<file path="src/rtl/ringbuf_fir_reader_if.sv">
// Bus bundle between the FIR reader, the delay-line ring buffer, the
// coefficient ROM and the downstream mixer. The reader takes the slave view.
interface ringbuf_fir_reader_if #(
  parameter int NTAPS_LOG2 = 4,
  parameter int COEFF_W    = 16
) ();
  logic                  start_i;
  logic [NTAPS_LOG2-1:0] rb_offset_o;
  logic                  rb_pop_o;
  logic [23:0]           rb_data_i;
  logic [NTAPS_LOG2-1:0] coeff_addr_o;
  logic [COEFF_W-1:0]    coeff_i;
  logic [23:0]           data_o;
  logic                  valid_o;
  logic                  busy_o;

  modport slave (
    input  start_i, rb_data_i, coeff_i,
    output rb_offset_o, rb_pop_o, coeff_addr_o, data_o, valid_o, busy_o
  );

  modport master (
    output start_i, rb_data_i, coeff_i,
    input  rb_offset_o, rb_pop_o, coeff_addr_o, data_o, valid_o, busy_o
  );
endinterface

</file>
<file path="src/rtl/ringbuf_fir_reader.sv">
// FIR read engine for the 24-bit audio delay line: sweeps every tap offset,
// multiply-accumulates against the coefficient ROM, emits one rounded and
// saturated sample, then pops the ring buffer once to advance the window.
//
// state | meaning
// IDLE  | waiting for start_i
// ISSUE | driving tap offsets 0..NTAPS-1, accumulating returned taps
// DRAIN | last tap returning; result rounded/saturated into data_o
// DONE  | valid_o and rb_pop_o strobe for one cycle
module ringbuf_fir_reader #(
  parameter int NTAPS      = 16,
  parameter int NTAPS_LOG2 = 4,
  parameter int COEFF_W    = 16
) (
  input  logic                 clk,
  input  logic                 rst,
  ringbuf_fir_reader_if.slave  bus
);

  localparam int PROD_W = 24 + COEFF_W;
  localparam int ACC_W  = PROD_W + NTAPS_LOG2;
  localparam logic signed [ACC_W-1:0] RND    = ACC_W'(1) << (COEFF_W - 2);
  localparam logic signed [ACC_W-1:0] SAT_HI = ACC_W'(8388607);
  localparam logic signed [ACC_W-1:0] SAT_LO = ACC_W'(-8388608);
  localparam logic [NTAPS_LOG2-1:0]   LAST   = NTAPS_LOG2'(NTAPS - 1);

  typedef enum logic [1:0] {IDLE, ISSUE, DRAIN, DONE} state_t;

  state_t                    state, state_nx;
  logic [NTAPS_LOG2-1:0]     idx;
  logic                      tap_vld;
  logic signed [ACC_W-1:0]   acc;
  logic [23:0]               data_q;
  logic signed [PROD_W-1:0]  prod;
  logic signed [ACC_W-1:0]   final_sum;
  logic signed [ACC_W-1:0]   rounded;
  logic [23:0]               sat24;

  // Full-precision tap product, accumulate and round/saturate datapath.
  always_comb begin
    prod      = $signed(bus.rb_data_i) * $signed(bus.coeff_i);
    final_sum = acc + {{NTAPS_LOG2{prod[PROD_W-1]}}, prod};
    rounded   = (final_sum + RND) >>> (COEFF_W - 1);
    if (rounded > SAT_HI)
      sat24 = 24'h7FFFFF;
    else if (rounded < SAT_LO)
      sat24 = 24'h800000;
    else
      sat24 = rounded[23:0];
  end

  // State register.
  always_ff @(posedge clk or posedge rst) begin
    if (rst) state <= IDLE;
    else     state <= state_nx;
  end

  // Next-state logic; start_i is only looked at in IDLE.
  always_comb begin
    state_nx = state;
    case (state)
      IDLE:    if (bus.start_i) state_nx = ISSUE;
      ISSUE:   if (idx == LAST) state_nx = DRAIN;
      DRAIN:   state_nx = DONE;
      DONE:    state_nx = IDLE;
      default: state_nx = IDLE;
    endcase
  end

  // Tap index, read-return qualifier, accumulator and result register.
  always_ff @(posedge clk or posedge rst) begin
    if (rst) begin
      idx     <= '0;
      tap_vld <= 1'b0;
      acc     <= '0;
      data_q  <= '0;
    end else begin
      tap_vld <= (state == ISSUE);
      if (state == IDLE && bus.start_i) begin
        idx <= '0;
        acc <= '0;
      end else begin
        if (state == ISSUE) idx <= idx + NTAPS_LOG2'(1);
        if (tap_vld)        acc <= final_sum;
      end
      if (state == DRAIN) data_q <= sat24;
    end
  end

  // Moore outputs decoded from the state register.
  always_comb begin
    bus.rb_offset_o  = (state == ISSUE) ? idx : '0;
    bus.coeff_addr_o = (state == ISSUE) ? idx : '0;
    bus.valid_o      = (state == DONE);
    bus.rb_pop_o     = (state == DONE);
    bus.busy_o       = (state != IDLE);
    bus.data_o       = data_q;
  end

endmodule

</file>
<file path="src/flat_wrapper.sv">
// flat-port wrapper written by rule: the top's interface ports become plain ports
module ringbuf_fir_reader_flat 
#(
  parameter int NTAPS      = 16,
  parameter int NTAPS_LOG2 = 4,
  parameter int COEFF_W    = 16
)
  (clk, rst, bus_start_i, bus_rb_data_i, bus_coeff_i, bus_rb_offset_o, bus_rb_pop_o, bus_coeff_addr_o, bus_data_o, bus_valid_o, bus_busy_o);
  ringbuf_fir_reader_if #(.NTAPS_LOG2(NTAPS_LOG2), .COEFF_W(COEFF_W)) bus_i ();
  input  logic clk;
  input  logic rst;
  input wire logic [$bits(bus_i.start_i)-1:0] bus_start_i;
  input wire logic [$bits(bus_i.rb_data_i)-1:0] bus_rb_data_i;
  input wire logic [$bits(bus_i.coeff_i)-1:0] bus_coeff_i;
  output wire logic [$bits(bus_i.rb_offset_o)-1:0] bus_rb_offset_o;
  output wire logic [$bits(bus_i.rb_pop_o)-1:0] bus_rb_pop_o;
  output wire logic [$bits(bus_i.coeff_addr_o)-1:0] bus_coeff_addr_o;
  output wire logic [$bits(bus_i.data_o)-1:0] bus_data_o;
  output wire logic [$bits(bus_i.valid_o)-1:0] bus_valid_o;
  output wire logic [$bits(bus_i.busy_o)-1:0] bus_busy_o;
  assign bus_i.start_i = bus_start_i;
  assign bus_i.rb_data_i = bus_rb_data_i;
  assign bus_i.coeff_i = bus_coeff_i;
  assign bus_rb_offset_o = bus_i.rb_offset_o;
  assign bus_rb_pop_o = bus_i.rb_pop_o;
  assign bus_coeff_addr_o = bus_i.coeff_addr_o;
  assign bus_data_o = bus_i.data_o;
  assign bus_valid_o = bus_i.valid_o;
  assign bus_busy_o = bus_i.busy_o;
  ringbuf_fir_reader #(.NTAPS(NTAPS), .NTAPS_LOG2(NTAPS_LOG2), .COEFF_W(COEFF_W)) u_core (.clk(clk), .rst(rst), .bus(bus_i));
endmodule
</file>
<file path="config.mk">
export PLATFORM = sky130hd
export DESIGN_NAME = ringbuf_fir_reader_flat
export DESIGN_NICKNAME = d
export VERILOG_FILES = /design/src/rtl/ringbuf_fir_reader_if.sv /design/src/rtl/ringbuf_fir_reader.sv /design/src/flat_wrapper.sv
export SDC_FILE = /design/constraint.sdc
export NUM_CORES = 1
export LEC_CHECK = 0
export ABC_CLOCK_PERIOD_IN_PS = 4800
export BUFFER_PORTS_ARGS = -buffer_cell sky130_fd_sc_hd__buf_4
export CAP_MARGIN = 20
export CORE_MARGIN = 4
export CORE_UTILIZATION = 55
export CTS_CLUSTER_DIAMETER = 150
export CTS_CLUSTER_SIZE = 20
export DETAILED_ROUTE_END_ITERATION = 16
export HOLD_SLACK_MARGIN = 0.03
export PLACE_DENSITY = 0.78
export SLEW_MARGIN = 20
export SYNTH_ARGS = -nofsm -noshare
export SYNTH_HDL_FRONTEND = slang
export SYNTH_SLANG_ARGS = --single-unit
</file>
<file path="constraint.sdc">
create_clock -name clk -period 4.8 [get_ports clk]
set_clock_uncertainty 0.15 [all_clocks]
set_input_delay 0.24 -clock clk [delete_from_list [all_inputs] [get_ports clk]]
set_output_delay 0.24 -clock clk [all_outputs]
set_load 0.02 [all_outputs]
</file>
# == After elaboration in Yosys (flattened, before gate mapping) ==
# Index checks and enable logic that the tools add are counted.
# word_totals
register_bits,75
inputBits,43
output_inout_bits,35
word_cells,33
# op_classes
addsub,3
n_mul,1
magnitude_cmp,2
eq_ne,6
n_mux,10
n_reduce_logical,6
# op_table
op,count
$mux W44,2
$mux W24,2
$add A44 B16 Y44 const B,1
$add A44 B44 Y44,1
$mul A24 B16 Y40,1
$gt A29 B24 Y1 const B,1
$lt A29 B24 Y1 const B,1
$mux W4,3
$pmux W2 S4,1
$reduce_bool A2 Y1,3
$add A4 B1 Y4 const B,1
$eq A2 B2 Y1 const B,2
$eq A4 B4 Y1 const B,1
$mux W2,2
$eq A2 B1 Y1 const B,1
$logic_not A2 Y1,1
$ne A2 B1 Y1 const B,1
$ne A2 B2 Y1 const B,1
$reduce_and A2 Y1,1
$logic_and A1 B1 Y1,1

# == Logic depth before layout (Yosys ltp) ==
# depth
ltp_word,6
depth_mapped,45
mapped_depth_nobuf,41

# == Least setup slack after synthesis ==
# No wires, ideal clock.
# synth_path
path_kind,input to register
start,input bus_coeff_i[15]
end,register u_core.data_q[0] (netlist: u_core.bus.data_o[0])
arrival_ns,9.131
t_required_ns,4.505
slack_ns,-4.627
stages,37
n_path_buf,3
cell_sequence,inv_1 -> clkbuf_1 -> nor2_1 -> fa_1 -> fa_1 -> fa_1 -> fa_1 -> fa_1 -> inv_1 -> fa_1 -> inv_1 -> ha_1 -> and4_1 -> nand4_1 -> or3_1 -> o41ai_1 -> o21ai_0 -> a21boi_1 -> o21ai_0 -> a21boi_0 -> nor2_1 -> ha_1 -> buf_2 -> nand2_1 -> nor4_1 -> nand2_1 -> nand2_1 -> mux2_2 -> a211oi_1 -> and4b_1 -> and4bb_1 -> nor4b_2 -> xnor2_1 -> a22oi_1 -> o211ai_1 -> buf_2 -> o221ai_2
# synth_via
elab_chain_len,6
word_cells_on_any_way,7
# synth_lines
item,line_no,text
"start, declared",flat_wrapper.sv:14,input wire logic [$bits(bus_i.coeff_i)-1:0] bus_coeff_i;
$mul A24 B16 Y40 *,ringbuf_fir_reader.sv:41,prod = $signed(bus.rb_data_i) * $signed(bus.coeff_i);
$add A44 B44 Y44 *,ringbuf_fir_reader.sv:42,"final_sum = acc + {{NTAPS_LOG2{prod[PROD_W-1]}}, prod};"
$add A44 B16 Y44 *,ringbuf_fir_reader.sv:43,rounded = (final_sum + RND) >>> (COEFF_W - 1);
$lt A29 B24 Y1,ringbuf_fir_reader.sv:46,else if (rounded < SAT_LO)
$mux W24,ringbuf_fir_reader.sv:46,
$mux W24 *,ringbuf_fir_reader.sv:44,if (rounded > SAT_HI)
"end signal, assigned",ringbuf_fir_reader.sv:86,if (state == DRAIN) data_q <= sat24;
"end, declared",ringbuf_fir_reader.sv:33,logic [23:0] data_q;
# Mark *: on every way between the ends. The rest lies on a longest branch, timed or not.
# A chain may end at the register's enable or synchronous reset.

# == Worst setup path in the final report ==
# layout_path
start,input bus_rb_data_i[14]
end,register u_core.data_q[20] (netlist: u_core.bus.data_o[20])
# layout_via
elab_chain_len,6
word_cells_on_any_way,7
# layout_lines
item,line_no,text
"start, declared",flat_wrapper.sv:13,input wire logic [$bits(bus_i.rb_data_i)-1:0] bus_rb_data_i;
$mul A24 B16 Y40 *,ringbuf_fir_reader.sv:41,
$add A44 B44 Y44 *,ringbuf_fir_reader.sv:42,
$add A44 B16 Y44 *,ringbuf_fir_reader.sv:43,
$lt A29 B24 Y1,ringbuf_fir_reader.sv:46,
$mux W24,ringbuf_fir_reader.sv:46,
$mux W24 *,ringbuf_fir_reader.sv:44,
# Marked as above.

==> metrics.log <==
[metrics] insertion delay to the later sink of the worst-skew pair: between 0.3 and 0.4 ns
[metrics] number of synthesized flops with an enable pin: 0
[metrics] length in cells of the worst reg-to-reg path: 19
[metrics] crit path setup slack, layout: -4.48 ns
[metrics] capture endpoint of the worst hold path: u_core.state[1]
[metrics] fraction of post-synthesis cell area in the top cell type by area: roughly 37%
[metrics] reported max-cap violation count: 0
[metrics] FF/Latch Area: 1880 um2
[metrics] Global Route met2 Usage: 51.8%
[metrics] PortBufs: 77
[metrics] maximum level of the CTS H-tree: 3
[metrics] hold violation total from the final report: 0
[metrics] Avg Inst Size Synth: 8.67 um2
[metrics] highest fanout seen on the critical path: 11
[metrics] startpoint of the most critical hold path: bus_start_i
[metrics] cell mode on critical path: fa_1
[metrics] delay of the slowest cell on the worst path: about 0.55 ns
[metrics] run status: finished with violations
[metrics] startpoint of the lowest-slack register-to-register path: u_core.acc[0]
[metrics] final routed wire length divided by cell count: just under 20 um
[metrics] Min-Delay Path Class: in -> reg
[metrics] Die Ht: 201 um
[metrics] Layout Utilization: 78.0%
[metrics] warnings from Yosys: 0
[metrics] met3 Resource Use GR: 4.43%
[metrics] number of clock buffers inserted by TritonCTS: 9
[metrics] number of antenna violations at the first check in global routing: 0
[metrics] final worst-path cycle share: 193%
[metrics] met1 track demand over resource: 40.2%
[metrics] post-synthesis sequential area ratio: under 10%
[metrics] 1st-iter DRT viols: 1,585
[metrics] clk buf depth: 2
[metrics] post-synthesis sequential element count: between 70 and 80
[metrics] cell accounting for the most synthesized area: fa_1
[metrics] worst slew margin relative to its limit: 45.2%
[metrics] Most used DFF post-synth: dfrtp_1
[metrics] share of final-layout standard cells stronger than drive strength 1: 36.3%
[metrics] total length of routed wires: ~67,000 um
[metrics] transition time at the pin with the least slew margin: 0.820 ns
[metrics] instance count along the most critical hold path: 4
[metrics] first-pass iteration count of the detailed router: 5
[metrics] count of cell types in the netlist: 87
[metrics] Final GP Congestion: around 0.95
[metrics] min cycle time layout: 9.28 ns
[metrics] Site Rows: 70
[metrics] Most Used Layer, Global Route: met2
[metrics] Synth Net Count: approximately 3,000
[metrics] total core area: 36,700 um2
[metrics] worst-path cell with the longest stage delay: fa_1
[metrics] number of primary I/O pins: 78
[metrics] Congestion Overflow GR: 0
[metrics] drc violations: 0
[metrics] final max-slew violation count: 0
[metrics] violated checks: negative setup slack
[metrics] first-pass GRT wire length: around 100,000 um
[metrics] TritonCTS clock tree: done
[metrics] required time at the endpoint of the critical path: 4.87 ns
[metrics] capturing element type of the critical path: flip-flop
[metrics] area of the die: between 40,000 and 50,000 um2
[metrics] area used by multi-input combinational logic: 18,700 um2
[metrics] net total in the final layout: 3,458
[metrics] GRT Total Usage: 30.2%
[metrics] detailed placement HPWL: 47,300 um
[metrics] number of antenna diodes: 0
[metrics] worst reg-to-reg setup slack: 0.13 ns
[metrics] Worst Setup Start Kind: input port
[metrics] final-layout fill cell count: 2,078
[metrics] Syn Std Cell Area: 20,500 um2
[metrics] Chip Width: 201 um
[metrics] buffer cell driving the clock tree root: clkbuf_16
[metrics] clock sink count: 75
[metrics] clock edge transition at the registers on the reported setup and hold paths: 0.07 ns
[metrics] Initial Utilization: ~56%
[metrics] number of nets still failing antenna checks after routing: 0
[metrics] data arrival time of the critical path: 9.34 ns
[metrics] Async S/R FF share, synth: 100%
[metrics] maximum number of pins on one net before global-route repair: between 40 and 50
[metrics] top post-synthesis cells by area: fa_1 37%, dfrtp_1 9.1%, ha_1 9.0%
[metrics] final-report setup violation count: 61
[metrics] via count: 19,417
[metrics] Max Fclk: 108 MHz
[metrics] path type of the worst setup path: in -> reg
[metrics] layout-stage area growth over the synthesis result: 39.3%
[metrics] setup repair after global routing missed its margin: yes
[metrics] vias per inst: between 5 and 6
[metrics] via count of the first global-routing pass: just over 20,000
[metrics] Critical R2R Capture: u_core.bus.data_o[10]
[metrics] cell count after synthesis: 2,370
==> per-stage QoR <==
stage	hold WS [ns]	cells	cell area, um2	setup slack [ns]	TNS (ns)
2_1_floorplan	0.334	2370	21700	-3.80	-157.07
3_3_place_gp	0.348	3254	25500	-4.39	-199.04
3_5_place_dp	0.349	3254	25500	-4.61	-207.89
4_1_cts	0.165	3331	27400	-4.01	-175.63
5_1_grt	0.219	3365	28600	-4.83	-214.20
6_report	0.173	3365	28600	-4.48	-198.00
==> cell type report <==
type	instances	share of cell area, %
repair buffers	610	18.4
flip-flops and latches	75	6.56
inverters	491	6.45
clock buffers	9	0.787
multi-input cells	1704	65.4
repair inverters	1	0.0262
well taps	468	2.05
clock inverters	7	0.289
==> placed cells by master, fill, tap and decap left out, types with 12 or more instances in the layout <==
cell      netlist  final
o21a_1         15     14
o221ai_2       18     22
xnor2_1        75     52
mux2i_1        22     22
and2_4          0     37
fa_2            0     20
inv_1         491    447
o21ai_2         1     16
a21oi_2         6     31
ha_4            0     34
dfrtp_1        75     74
nand2_2         0     22
a21o_1         31     31
nand2_1       282    254
buf_8           0     16
nand3_1        14     12
buf_6           2     78
a21oi_1       101     55
nor2_2          0     21
and2_1        167    130
o21ai_1         8     15
nand4_1        13     13
nor2_1        142    112
ha_1          148    106
buf_4           5    495
nand2b_1       17     17
xnor2_2         0     15
fa_1          375    355
buf_12          0     15
o21ai_0        49     24
a21oi_4         0     21
xor2_1         27     18
inv_2           0     43
==> cells by family after synthesis <==
logic type               Yosys count  synth area share (%)
adder cells (fa/ha/maj)          523                  45.5
AO/OA/AOI/OAI                    339                  11.9
multiplexers                      24                  1.18
XOR/XNOR                         103                  4.43
buffers and inverters            591                  11.0
AND/OR/NAND/NOR                  715                  16.8
flip-flops                        75                  9.13
==> metal layers <==
layer | vias up | part of all wire, %
met5 | - | 0
met4 | 0 | 5.0
met3 | 310 | 7.4
met2 | 1060 | 50
met1 | 9629 | 38
li1 | 8418 | -
==> synth_stat cells (all sizes together), types with 6 or more instances <==
library cell	number
inv	491
fa	375
nand2	282
and2	168
ha	148
nor2	142
a21oi	107
clkbuf	79
dfrtp	75
xnor2	75
o21ai	58
a21o	31
xor2	28
nor3	24
o221ai	23
mux2i	22
buf	21
nand2b	17
nand3	17
a211oi	16
o21a	15
nand4	13
o211ai	13
o21bai	10
nor4	9
a31oi	7
and3	7
nor2b	7
or3	7
a221oi	6
o31ai	6
==> critical path, delay by kind of cell <==
kind | cells | cell delay (ns)
AO/OA/AOI/OAI | 12 | 2.61
XOR/XNOR | 3 | 0.52
adder cells (fa/ha/maj) | 8 | 3.77
buffers and inverters | 7 | 0.67
AND/OR/NAND/NOR | 7 | 1.51
==> how the worst max path moves through the flow <==
stage / startpoint / slack (ns) / cells past startpoint / to
after floorplan: bus_coeff_i[4] / -3.80 / 37 / u_core.bus.data_o[0]
after global placement: bus_coeff_i[15] / -4.39 / 37 / u_core.bus.data_o[6]
after detailed placement: bus_coeff_i[15] / -4.61 / 37 / u_core.bus.data_o[3]
after global routing: bus_coeff_i[15] / -4.83 / 36 / u_core.bus.data_o[10]
final: bus_rb_data_i[14] / -4.48 / 37 / u_core.bus.data_o[20]
after CTS: bus_coeff_i[5] / -4.01 / 44 / u_core.bus.data_o[3]
==> state kept, by name (all words and copies together) (netlist names) <==
signal	count
u_core.tap_vld	1
u_core.state	2
u_core.acc	44
u_core.bus.data_o	24
u_core.idx	4
==> timing repair <==
action / in CTS / in global routing
resized for setup: 253 / 204
pin swaps: 152 / 97
cloned: 6 / 1
buffers inserted: 54 / 39
endpoints found under the setup margin: 61 / 61
hold buffers: 1 / 0
hold endpoints to repair: 40 / 0
Power is not shown: default switching activity piles up to over one toggle a cycle in this logic, so the estimate is an artifact.
